File: src/rtl/dsp_seq_pkg.sv
// Shared definitions for the DSP48A1 multiply-accumulate sequencer.
//   - seq_state_e : sequencer FSM states
//   - OPM_*       : OPMODE words driven to the slice
//   - TAG_*       : bit positions inside a pipeline tag {vld, first, last}
package dsp_seq_pkg;

  typedef enum logic [1:0] {
    StIdle  = 2'd0,
    StRun   = 2'd1,
    StDrain = 2'd2,
    StDone  = 2'd3
  } seq_state_e;

  // X=0/Z=0 while idle, X=M/Z=0 loads the first product, X=M/Z=P accumulates.
  localparam logic [7:0] OPM_IDLE = 8'h00;
  localparam logic [7:0] OPM_LOAD = 8'h01;
  localparam logic [7:0] OPM_MAC  = 8'h09;

  localparam int unsigned TAG_W     = 3;
  localparam int unsigned TAG_LAST  = 0;
  localparam int unsigned TAG_FIRST = 1;
  localparam int unsigned TAG_VLD   = 2;

  typedef logic [TAG_W-1:0] tag_t;

  function automatic tag_t make_tag(input logic vld, input logic first, input logic last);
    tag_t t;
    t            = '0;
    t[TAG_VLD]   = vld;
    t[TAG_FIRST] = first;
    t[TAG_LAST]  = last;
    return t;
  endfunction

endpackage

File: src/rtl/dsp_seq_tag_pipe.sv
// Tag shift register that shadows the DSP48A1 pipeline.
// Stage 0 is loaded on the same edge that registers the operand pair, so stage d holds the tag
// of the pair that was on the slice A/B inputs d cycles earlier.
// Ports:
//   i_clk       clock
//   i_clr       synchronous clear of every stage (reset or job flush)
//   i_tag       tag of the pair being transferred this cycle (zero on no transfer)
//   o_opm_load  pair at the OPMODE tap is the first pair of its job
//   o_p_vld     a real pair sits at the P tap
//   o_p_last    the pair at the P tap is the last one of its job
module dsp_seq_tag_pipe
  import dsp_seq_pkg::*;
#(
  parameter int unsigned OPM_TAP = 1,
  parameter int unsigned P_TAP   = 3
) (
  input  logic i_clk,
  input  logic i_clr,
  input  tag_t i_tag,
  output logic o_opm_load,
  output logic o_p_vld,
  output logic o_p_last
);

  localparam int unsigned DEPTH = P_TAP + 1;

  tag_t r_stage [DEPTH];

  always_ff @(posedge i_clk) begin
    if (i_clr) begin
      for (int i = 0; i < DEPTH; i++) begin
        r_stage[i] <= '0;
      end
    end else begin
      r_stage[0] <= i_tag;
      for (int i = 1; i < DEPTH; i++) begin
        r_stage[i] <= r_stage[i-1];
      end
    end
  end

  assign o_opm_load = r_stage[OPM_TAP][TAG_VLD] & r_stage[OPM_TAP][TAG_FIRST];
  assign o_p_vld    = r_stage[P_TAP][TAG_VLD];
  assign o_p_last   = r_stage[P_TAP][TAG_LAST];

endmodule

File: src/rtl/dsp_mac_sequencer.sv
// Drives one DSP48A1 slice (A1REG=B1REG=MREG=PREG=OPMODEREG=1) as an unsigned MAC engine that
// returns sum(a[i]*b[i]) over len operand pairs, modulo 2^48, with a carry-out overflow flag.
// Build option: define DSP_SEQ_SAT_OUT_EN to saturate res_data to all ones when res_ovf is set;
// otherwise res_data is the raw wrapped P value.
// Ports:
//   i_clk, i_rst                 clock, synchronous active-high reset
//   i_start, i_len               start a job of i_len pairs (sampled only in IDLE)
//   i_abort                      flush the running job, no result (ignored in IDLE)
//   i_in_valid/o_in_ready        operand pair handshake, pair on i_in_a/i_in_b
//   o_dsp_a/o_dsp_b/o_dsp_opmode slice A, B, OPMODE inputs
//   i_dsp_p, i_dsp_carryout      slice P and CARRYOUT outputs
//   o_res_valid/i_res_ready      result handshake, result on o_res_data/o_res_ovf
module dsp_mac_sequencer
  import dsp_seq_pkg::*;
#(
  parameter int unsigned LEN_W   = 16,
  parameter int unsigned OPM_DLY = 1,
  parameter int unsigned P_DLY   = 3
) (
  input  logic             i_clk,
  input  logic             i_rst,
  input  logic             i_start,
  input  logic [LEN_W-1:0] i_len,
  input  logic             i_abort,
  input  logic             i_in_valid,
  output logic             o_in_ready,
  input  logic [17:0]      i_in_a,
  input  logic [17:0]      i_in_b,
  output logic [17:0]      o_dsp_a,
  output logic [17:0]      o_dsp_b,
  output logic [7:0]       o_dsp_opmode,
  input  logic [47:0]      i_dsp_p,
  input  logic             i_dsp_carryout,
  output logic             o_res_valid,
  input  logic             i_res_ready,
  output logic [47:0]      o_res_data,
  output logic             o_res_ovf
);

  seq_state_e       r_state;
  seq_state_e       w_state_next;
  logic [LEN_W-1:0] r_remain;
  logic             r_first;
  logic [17:0]      r_a;
  logic [17:0]      r_b;
  logic             r_ovf;
  logic [47:0]      r_res_data;

  logic             w_abort;
  logic             w_clr;
  logic             w_xfer;
  logic             w_last_xfer;
  logic             w_capture;
  logic             w_ovf_now;
  logic             w_opm_load;
  logic             w_p_vld;
  logic             w_p_last;
  tag_t             w_tag_in;
  logic [47:0]      w_res_capture;

  // Abort only means something once a job is in flight; rst still wins over it.
  assign w_abort     = i_abort && (r_state != StIdle);
  assign w_clr       = i_rst | w_abort;
  assign w_xfer      = (r_state == StRun) && i_in_valid && !i_abort;
  assign w_last_xfer = w_xfer && (r_remain == LEN_W'(1));
  assign w_tag_in    = make_tag(w_xfer, w_xfer & r_first, w_last_xfer);
  assign w_capture   = (r_state == StDrain) && w_p_vld && w_p_last && !i_abort;
  // Include the carry of the capture cycle itself, which r_ovf has not seen yet.
  assign w_ovf_now   = r_ovf | (w_p_vld & i_dsp_carryout);

`ifdef DSP_SEQ_SAT_OUT_EN
  assign w_res_capture = w_ovf_now ? 48'hFFFF_FFFF_FFFF : i_dsp_p;
`else
  assign w_res_capture = i_dsp_p;
`endif

  dsp_seq_tag_pipe #(
    .OPM_TAP (OPM_DLY),
    .P_TAP   (P_DLY)
  ) u_tag_pipe (
    .i_clk      (i_clk),
    .i_clr      (w_clr),
    .i_tag      (w_tag_in),
    .o_opm_load (w_opm_load),
    .o_p_vld    (w_p_vld),
    .o_p_last   (w_p_last)
  );

  always_ff @(posedge i_clk) begin
    if (i_rst) begin
      r_state <= StIdle;
    end else begin
      r_state <= w_state_next;
    end
  end

  always_comb begin
    w_state_next = r_state;
    o_in_ready   = 1'b0;
    o_res_valid  = 1'b0;
    o_dsp_opmode = OPM_IDLE;
    o_res_data   = '0;
    o_res_ovf    = 1'b0;
    unique case (r_state)
      StIdle: begin
        if (i_start) begin
          w_state_next = (i_len != '0) ? StRun : StDone;
        end
      end
      StRun: begin
        o_in_ready   = 1'b1;
        // Bubbles also get MAC so they add a zero product and keep P intact.
        o_dsp_opmode = w_opm_load ? OPM_LOAD : OPM_MAC;
        if (i_abort) begin
          w_state_next = StIdle;
        end else if (w_last_xfer) begin
          w_state_next = StDrain;
        end
      end
      StDrain: begin
        o_dsp_opmode = w_opm_load ? OPM_LOAD : OPM_MAC;
        if (i_abort) begin
          w_state_next = StIdle;
        end else if (w_capture) begin
          w_state_next = StDone;
        end
      end
      StDone: begin
        o_res_valid = 1'b1;
        o_res_data  = r_res_data;
        o_res_ovf   = r_ovf;
        if (i_abort || i_res_ready) begin
          w_state_next = StIdle;
        end
      end
      default: w_state_next = StIdle;
    endcase
  end

  always_ff @(posedge i_clk) begin
    if (i_rst) begin
      r_a        <= '0;
      r_b        <= '0;
      r_remain   <= '0;
      r_first    <= 1'b0;
      r_ovf      <= 1'b0;
      r_res_data <= '0;
    end else begin
      // Non-transfer cycles present a zero product to the slice.
      r_a <= w_xfer ? i_in_a : '0;
      r_b <= w_xfer ? i_in_b : '0;
      if ((r_state == StIdle) && i_start) begin
        r_remain   <= i_len;
        r_first    <= 1'b1;
        r_ovf      <= 1'b0;
        r_res_data <= '0;
      end else if (w_abort) begin
        r_remain   <= '0;
        r_first    <= 1'b0;
        r_ovf      <= 1'b0;
        r_res_data <= '0;
      end else begin
        if (w_xfer) begin
          r_remain <= r_remain - LEN_W'(1);
          r_first  <= 1'b0;
        end
        if (w_capture) begin
          r_res_data <= w_res_capture;
          r_ovf      <= w_ovf_now;
        end else if (w_p_vld && i_dsp_carryout) begin
          r_ovf <= 1'b1;
        end
      end
    end
  end

  assign o_dsp_a = r_a;
  assign o_dsp_b = r_b;

endmodule

File: config.mk
export PLATFORM = sky130hd
export DESIGN_NAME = dsp_mac_sequencer
export DESIGN_NICKNAME = d
export VERILOG_FILES = /design/src/rtl/dsp_seq_pkg.sv /design/src/rtl/dsp_seq_tag_pipe.sv /design/src/rtl/dsp_mac_sequencer.sv
export SDC_FILE = /design/constraint.sdc
export NUM_CORES = 1
export LEC_CHECK = 0
export CORE_MARGIN = 2
export CORE_UTILIZATION = 65
export DETAILED_ROUTE_END_ITERATION = 10
export DONT_BUFFER_PORTS = 1
export PLACE_DENSITY_LB_ADDON = 0.3
export SLEW_MARGIN = 20
export SYNTH_ARGS = -nofsm -noshare
export SYNTH_HDL_FRONTEND = slang
export SYNTH_SLANG_ARGS = --single-unit
export TNS_END_PERCENT = 5
File: constraint.sdc
create_clock -name i_clk -period 4.9 [get_ports i_clk]
set_clock_uncertainty 0.2 [all_clocks]
set_input_delay 1.47 -clock i_clk [delete_from_list [all_inputs] [get_ports i_clk]]
set_output_delay 1.47 -clock i_clk [all_outputs]
set_load 0.03 [all_outputs]
Word level (Yosys, flattened, before mapping)
Memories as Yosys holds them, arrays and structs flattened.
Cells that the tools add are included.
{"block": "totals", "ff_bits": 104, "ram_bits": 12, "input_bits": 107, "out_inout_bits": 95, "wordCells": 76, "mem_count": 1}
{"name": "u_tag_pipe.r_stage", "depth": 4, "word_bits": 3, "rd": 4, "rd_clocked_by_memory_dff": 0, "wr": 4, "line_no": "dsp_seq_tag_pipe.sv:27", "source": "tag_t r_stage [DEPTH];"}
{"block": "op_classes", "add_sub_neg": 1, "eq_ne": 8, "muxes": 29, "n_bitwise": 10, "reduce_logical": 20}
{"operator": "$mux 16", "count": 3}
{"operator": "$mux 48", "count": 1}
{"operator": "$eq 16x1->1 const B", "count": 1}
{"operator": "$reduce_bool 16->1", "count": 1}
{"operator": "$sub 16x1->16 const B", "count": 1}
{"operator": "$mux 2", "count": 7}
{"operator": "$mux 3", "count": 4}
{"operator": "$mux 1", "count": 11}
{"operator": "$logic_and 1x1->1", "count": 9}
{"operator": "$mux 4", "count": 2}
{"operator": "$pmux 2 s4", "count": 1}
{"operator": "$ne 3x3->1 const B", "count": 2}
{"operator": "$or 1x1->1", "count": 6}
{"operator": "$eq 2x2->1 const B", "count": 2}
{"operator": "$ne 2x2->1 const B", "count": 2}
{"operator": "$reduce_and 4->1", "count": 1}
{"operator": "$reduce_bool 2->1", "count": 2}
{"operator": "$reduce_or 2->1", "count": 2}
{"operator": "$and 1x1->1", "count": 3}
{"operator": "$reduce_bool 3->1", "count": 1}
{"operator": "$reduce_or 3->1", "count": 1}
{"operator": "$eq 2x1->1 const B", "count": 1}
{"operator": "$logic_not 2->1", "count": 1}
{"operator": "$logic_not 1->1", "count": 1}
{"operator": "2 further kinds", "count": 2}

Logic depth before layout (Yosys ltp)
{"block": "logic_depth", "depth_word": 7, "depth_mapped": 9, "depth_no_buf": 7}

Hierarchy
From an unflattened synthesis, not the netlist that was laid out.
{"block": "hier_totals", "hier_cells": 544, "area_unflattened_um2": 4601.9}
{"mod": "dsp_mac_sequencer", "instances": 1, "cells_each": 523, "area_each_um2": 4332.9, "seq_area_each_um2": 2082.0}
{"mod": "dsp_seq_tag_pipe", "instances": 1, "cells_each": 21, "area_each_um2": 269.0, "seq_area_each_um2": 200.2}

Least setup slack after synthesis
No wires, ideal clock.
{"block": "synth_timing", "path_type": "flip-flop to output port", "startpoint": "register r_state[0]", "endpoint": "output port o_dsp_opmode[3]", "arrival_ns": 1.635, "required_ns": 3.230, "slack_ns": 1.595, "stages_incl_launch_ff": 4, "n_path_buf": 0, "cell_sequence": "dfxtp_1 > inv_1 > ha_1 > a21boi_0"}
{"block": "synth_between", "elab_chain_cells": 3, "elab_cells_between_ends": 4, "cone_classes": "eq/ne: 2; mux: 1; reduce/logical: 1"}
{"element": "from (decl)", "line_no": "dsp_mac_sequencer.sv:40", "source": "seq_state_e r_state;"}
{"element": "from (signal assigned)", "line_no": "dsp_mac_sequencer.sv:91", "source": "r_state <= StIdle;"}
{"element": "from (signal assigned)", "line_no": "dsp_mac_sequencer.sv:93", "source": "r_state <= w_state_next;"}
{"element": "$eq 2x1->1 or $eq 2x2->1 (tied branches)", "line_no": "dsp_mac_sequencer.sv:104", "source": "unique case (r_state)"}
{"element": "$reduce_or 2->1 (no source line) (*)"}
{"element": "$mux 4 (*)"}
{"element": "to (decl)", "line_no": "dsp_mac_sequencer.sv:31", "source": "output logic [7:0] o_dsp_opmode,"}
Every way passes the cells marked *; elsewhere a longest branch is shown, timed or not.

Worst setup path after layout
{"block": "layout_timing", "startpoint": "register r_state[0]", "endpoint": "output port o_res_data[11]"}
{"block": "layout_between", "elab_chain_cells": 2}
{"element": "$eq 2x2->1", "line_no": "dsp_mac_sequencer.sv:104"}
{"element": "$mux 48", "line_no": "dsp_mac_sequencer.sv:104"}
{"element": "to (decl)", "line_no": "dsp_mac_sequencer.sv:36", "source": "output logic [47:0] o_res_data,"}
No other way between the ends.

==> out/qor.json <==
{
  "yosys": {
    "count_of_warnings_emitted_by_yosys": 0,
    "synth_fa_ha_area_share_pct": 1.63,
    "synth_top_family_by_area": "simple AND/OR/NAND/NOR gates",
    "postSynth.topFlopCell": "dfxtp_1",
    "post_synth_mux_area_share_pct": 0,
    "postSynth.asyncResetShare_pct": 0,
    "synth.area.top_cells": "dfxtp_1 49%, and2_1 13%, nand2_1 8.8%, a21oi_1 7.9%, clkbuf_1 2.0%",
    "synth_cell_type_count": 53,
    "synthSimpleGateAreaFrac_pct": 30.1,
    "compound_gate_portion_of_the_synthesized_area_pct": 13.4,
    "avgSynthCellArea_sq_um": 8.52,
    "synth-edff-count": 0,
    "synth_xor_area_share_pct": 0.380,
    "yosysTopAreaCellShare_pct": 49.4,
    "synth_seq_area_share_pct": 49.4,
    "synthDominantAreaCellType": "dfxtp_1",
    "netlist_area_sq_um": 4620,
    "post_synth_inst_count": 542,
    "ys_seq_elements": 114
  },
  "setup_path": {
    "worstPathCellList": "ha_2 > and2_1",
    "critical_path.endpoint_type": "primary output",
    "timing_worst_setup_path_type": "register to primary output",
    "critPathMaxFanout": 52,
    "critical_path_arrival_ns": 2.00,
    "crit_path_start_kind": "register",
    "cp_data_required_time_ns": 3.23,
    "cpPeakStageDelay_ns": 0.67,
    "cp_slowest_cell": "ha_2"
  },
  "timing": {
    "fmaxAchievable_mhz": 272,
    "max_slew.worst_pin.slew_ns": 1.00,
    "totalNegativeSetupSlack_ns": 0,
    "grt_setup_unrepaired": "false",
    "finalCritPeriodShare_pct": 75.0,
    "final.min_clock_period_ns": 3.67,
    "final.setup.worst_slack_ns": 1.23,
    "finalMaxSlewViolations": 0,
    "final-hold-violation-count": 0,
    "final_setup_violating_endpoints": 0,
    "hold-worst-slack_ns": 0.226,
    "timing.max_slew.rel_slack_pct": 33.2
  },
  "floorplanning": {
    "placeableCoreArea_sq_um": 6830,
    "die-width_um": 88.3,
    "fp.dieArea_sq_um": 7790,
    "rows": 30,
    "die_height_um": 88.3,
    "count_of_boundary_i_o_pins": 202,
    "floorplan.initialDensity_pct": 67.6
  },
  "clock_tree": {
    "clock_tree.buffer_depth": 2,
    "clock_tree.htree_level_count": 4,
    "postCtsSetupRepairBufs": 0,
    "cts_num_sinks": 114,
    "cts_bufs_inserted": 17,
    "clock_insertion_delay_at_the_later_pin_of_the_skew_report_ns": 0.50,
    "clk_pin_slew_ns": 0.06,
    "clock_tree_from_tritoncts": "done",
    "hold_buffers": 0,
    "clock-root-buffer": "clkbuf_8",
    "cts-resized-gates": 0
  },
  "layout": {
    "nNetsFinal": 643,
    "flow.area_growth_from_synthesis_pct": 11.6,
    "final_cells": 639,
    "multi_input_combinational_cell_area_sq_um": 2140,
    "final_layout_size_suffix_gt1_share_pct": 9.21,
    "seqCellArea_sq_um": 2280,
    "num-fill-cells": 521,
    "layout_commonest_cell": "dfxtp_1",
    "n_antenna_cell": 0,
    "most-common-layout-cells": "114 x dfxtp_1, 108 x nand2_1, 94 x and2_1, 73 x a21oi_1, 16 x clkbuf_16"
  },
  "place": {
    "dp_cells": 607,
    "detailedPlace.worstSlack_ns": 1.13,
    "port_buffers": 0,
    "dp.final_hpwl_um": 7360,
    "routabilityCongestion": 0.868
  },
  "hold_path": {
    "worst_hold_path_type": "register to register"
  },
  "detailed_routing": {
    "route.antenna.remaining_nets": 0,
    "firstDrtPassIters": 4,
    "total_wire_length_um": 10400,
    "detailroute.via_count": 3613,
    "vias_per_cell": 5.65,
    "routed_wire_length_per_instance_um": 16.3,
    "initialDrtViolationCount": 225,
    "drc": 0
  },
  "pwr": {
    "total_switching_power_mw": 1.06,
    "pwr-share-comb_pct": 25.7,
    "power_switching_share_pct": 35.4,
    "pwr_density_cell_nw_per_um2": 580,
    "cellInternalPower_mw": 1.93,
    "clock_power_share_pct": 37.3,
    "power.sequential.fraction_pct": 37.0,
    "power.leakage_nw": 1.89,
    "ir_drop_mv": 0.396
  },
  "global_routing": {
    "grt_first_pass_wirelength_um": 15800,
    "grt_antenna_before_repair": 0,
    "grt_util_all_layers_pct": 26.1,
    "globalRoute.totalOverflow": 0,
    "grt_pass1_vias": 3424,
    "grt_start_max_net_pins": 53
  },
  "status": {
    "status": "complete, no violations"
  },
  "run": {
    "max_cap_violations": 0
  }
}
-- worst max-delay path: cells and delay by family (launching register included) --
kind          cells  cell delay, ns
fa+ha+maj         1            0.67
flops             1            0.39
simple gates      1            0.44
-- final cells by class --
| type | instances | area share (%) |
|---|---|---|
| Clock inverter | 15 | 2.70 |
| Tap cell | 96 | 2.33 |
| Clock buffer | 17 | 8.04 |
| Sequential cell | 114 | 44.3 |
| Multi-Input combinational cell | 386 | 41.5 |
| Timing Repair Buffer | 4 | 0.583 |
| Inverter | 7 | 0.510 |
-- metal layers --
layer,track usage (%),vias to the layer above,wire [um]
met2,44.4,176,5280
li1,-,1777,-
met4,10.3,0,232
met3,10.1,23,894
met1,29.7,1637,4000
met5,0,-,0
-- Yosys cell counts, types with 2 or more instances --
cell type  count
a21oi_1       73
nor3b_1        3
o211ai_1       2
nor3_2         3
buf_2          8
dfxtp_1      114
nor4b_1        2
nor2b_1        3
or4_1          2
a21o_1         3
nor4_1         5
nand4_1        2
nand2_1      108
ha_1           6
a31oi_1        7
a22oi_1        3
and2_1        94
o21ai_0        2
nor2_1        15
nand3_1        2
a211oi_1       5
inv_1          7
clkbuf_1      24
buf_4          6
nor3_1        13
clkbuf_8       2
and3b_1        2
-- path summary, 6_finish.rpt --
kind                             from  slack [ns]                  endpoint  depth (start not counted)
max                        r_state[0]        1.23            o_res_data[11]                          2
max reg2reg                r_state[0]        1.79               r_remain[8]                          7
min reg2reg  u_tag_pipe.r_stage[1][0]        0.23  u_tag_pipe.r_stage[2][0]                          1
min          u_tag_pipe.r_stage[1][0]        0.23  u_tag_pipe.r_stage[2][0]                          1
-- flip-flops by register name, indices dropped and copies added (netlist names) --
| name | cells |
|---|---|
| r_state | 2 |
| o_dsp_a | 18 |
| u_tag_pipe.r_stage | 10 |
| r_remain | 16 |
| r_res_data | 48 |
| r_first | 1 |
| r_ovf | 1 |
| o_dsp_b | 18 |
-- cells by family after synthesis --
family	Yosys count
compound gates	107
other cells	1
simple gates	265
flops	114
fa+ha+maj	6
buf+inv	47
xor+xnor	2
-- power groups by stage --
stage | sequential (mW) | combinational [mW] | clock (mW)
6_report | 1.10 | 0.768 | 1.11
3_5_place_dp | 1.12 | 0.758 | 0
5_1_grt | 1.11 | 0.853 | 1.18
3_3_place_gp | 1.12 | 0.722 | 0
4_1_cts | 1.10 | 0.763 | 1.13
2_1_floorplan | 1.10 | 0.630 | 0
-- per-stage QoR --
step	instance area, sq um	utilization [%]	total power, mW
final	5150	75.4	2.99
after global routing	5150	75.4	3.14
after CTS	5150	75.4	2.99
after detailed placement	4600	67.3	1.88
after global placement	4590	67.3	1.84
after floorplan	4630	-	1.73
Note: power is estimated with default switching activity, not from simulation.
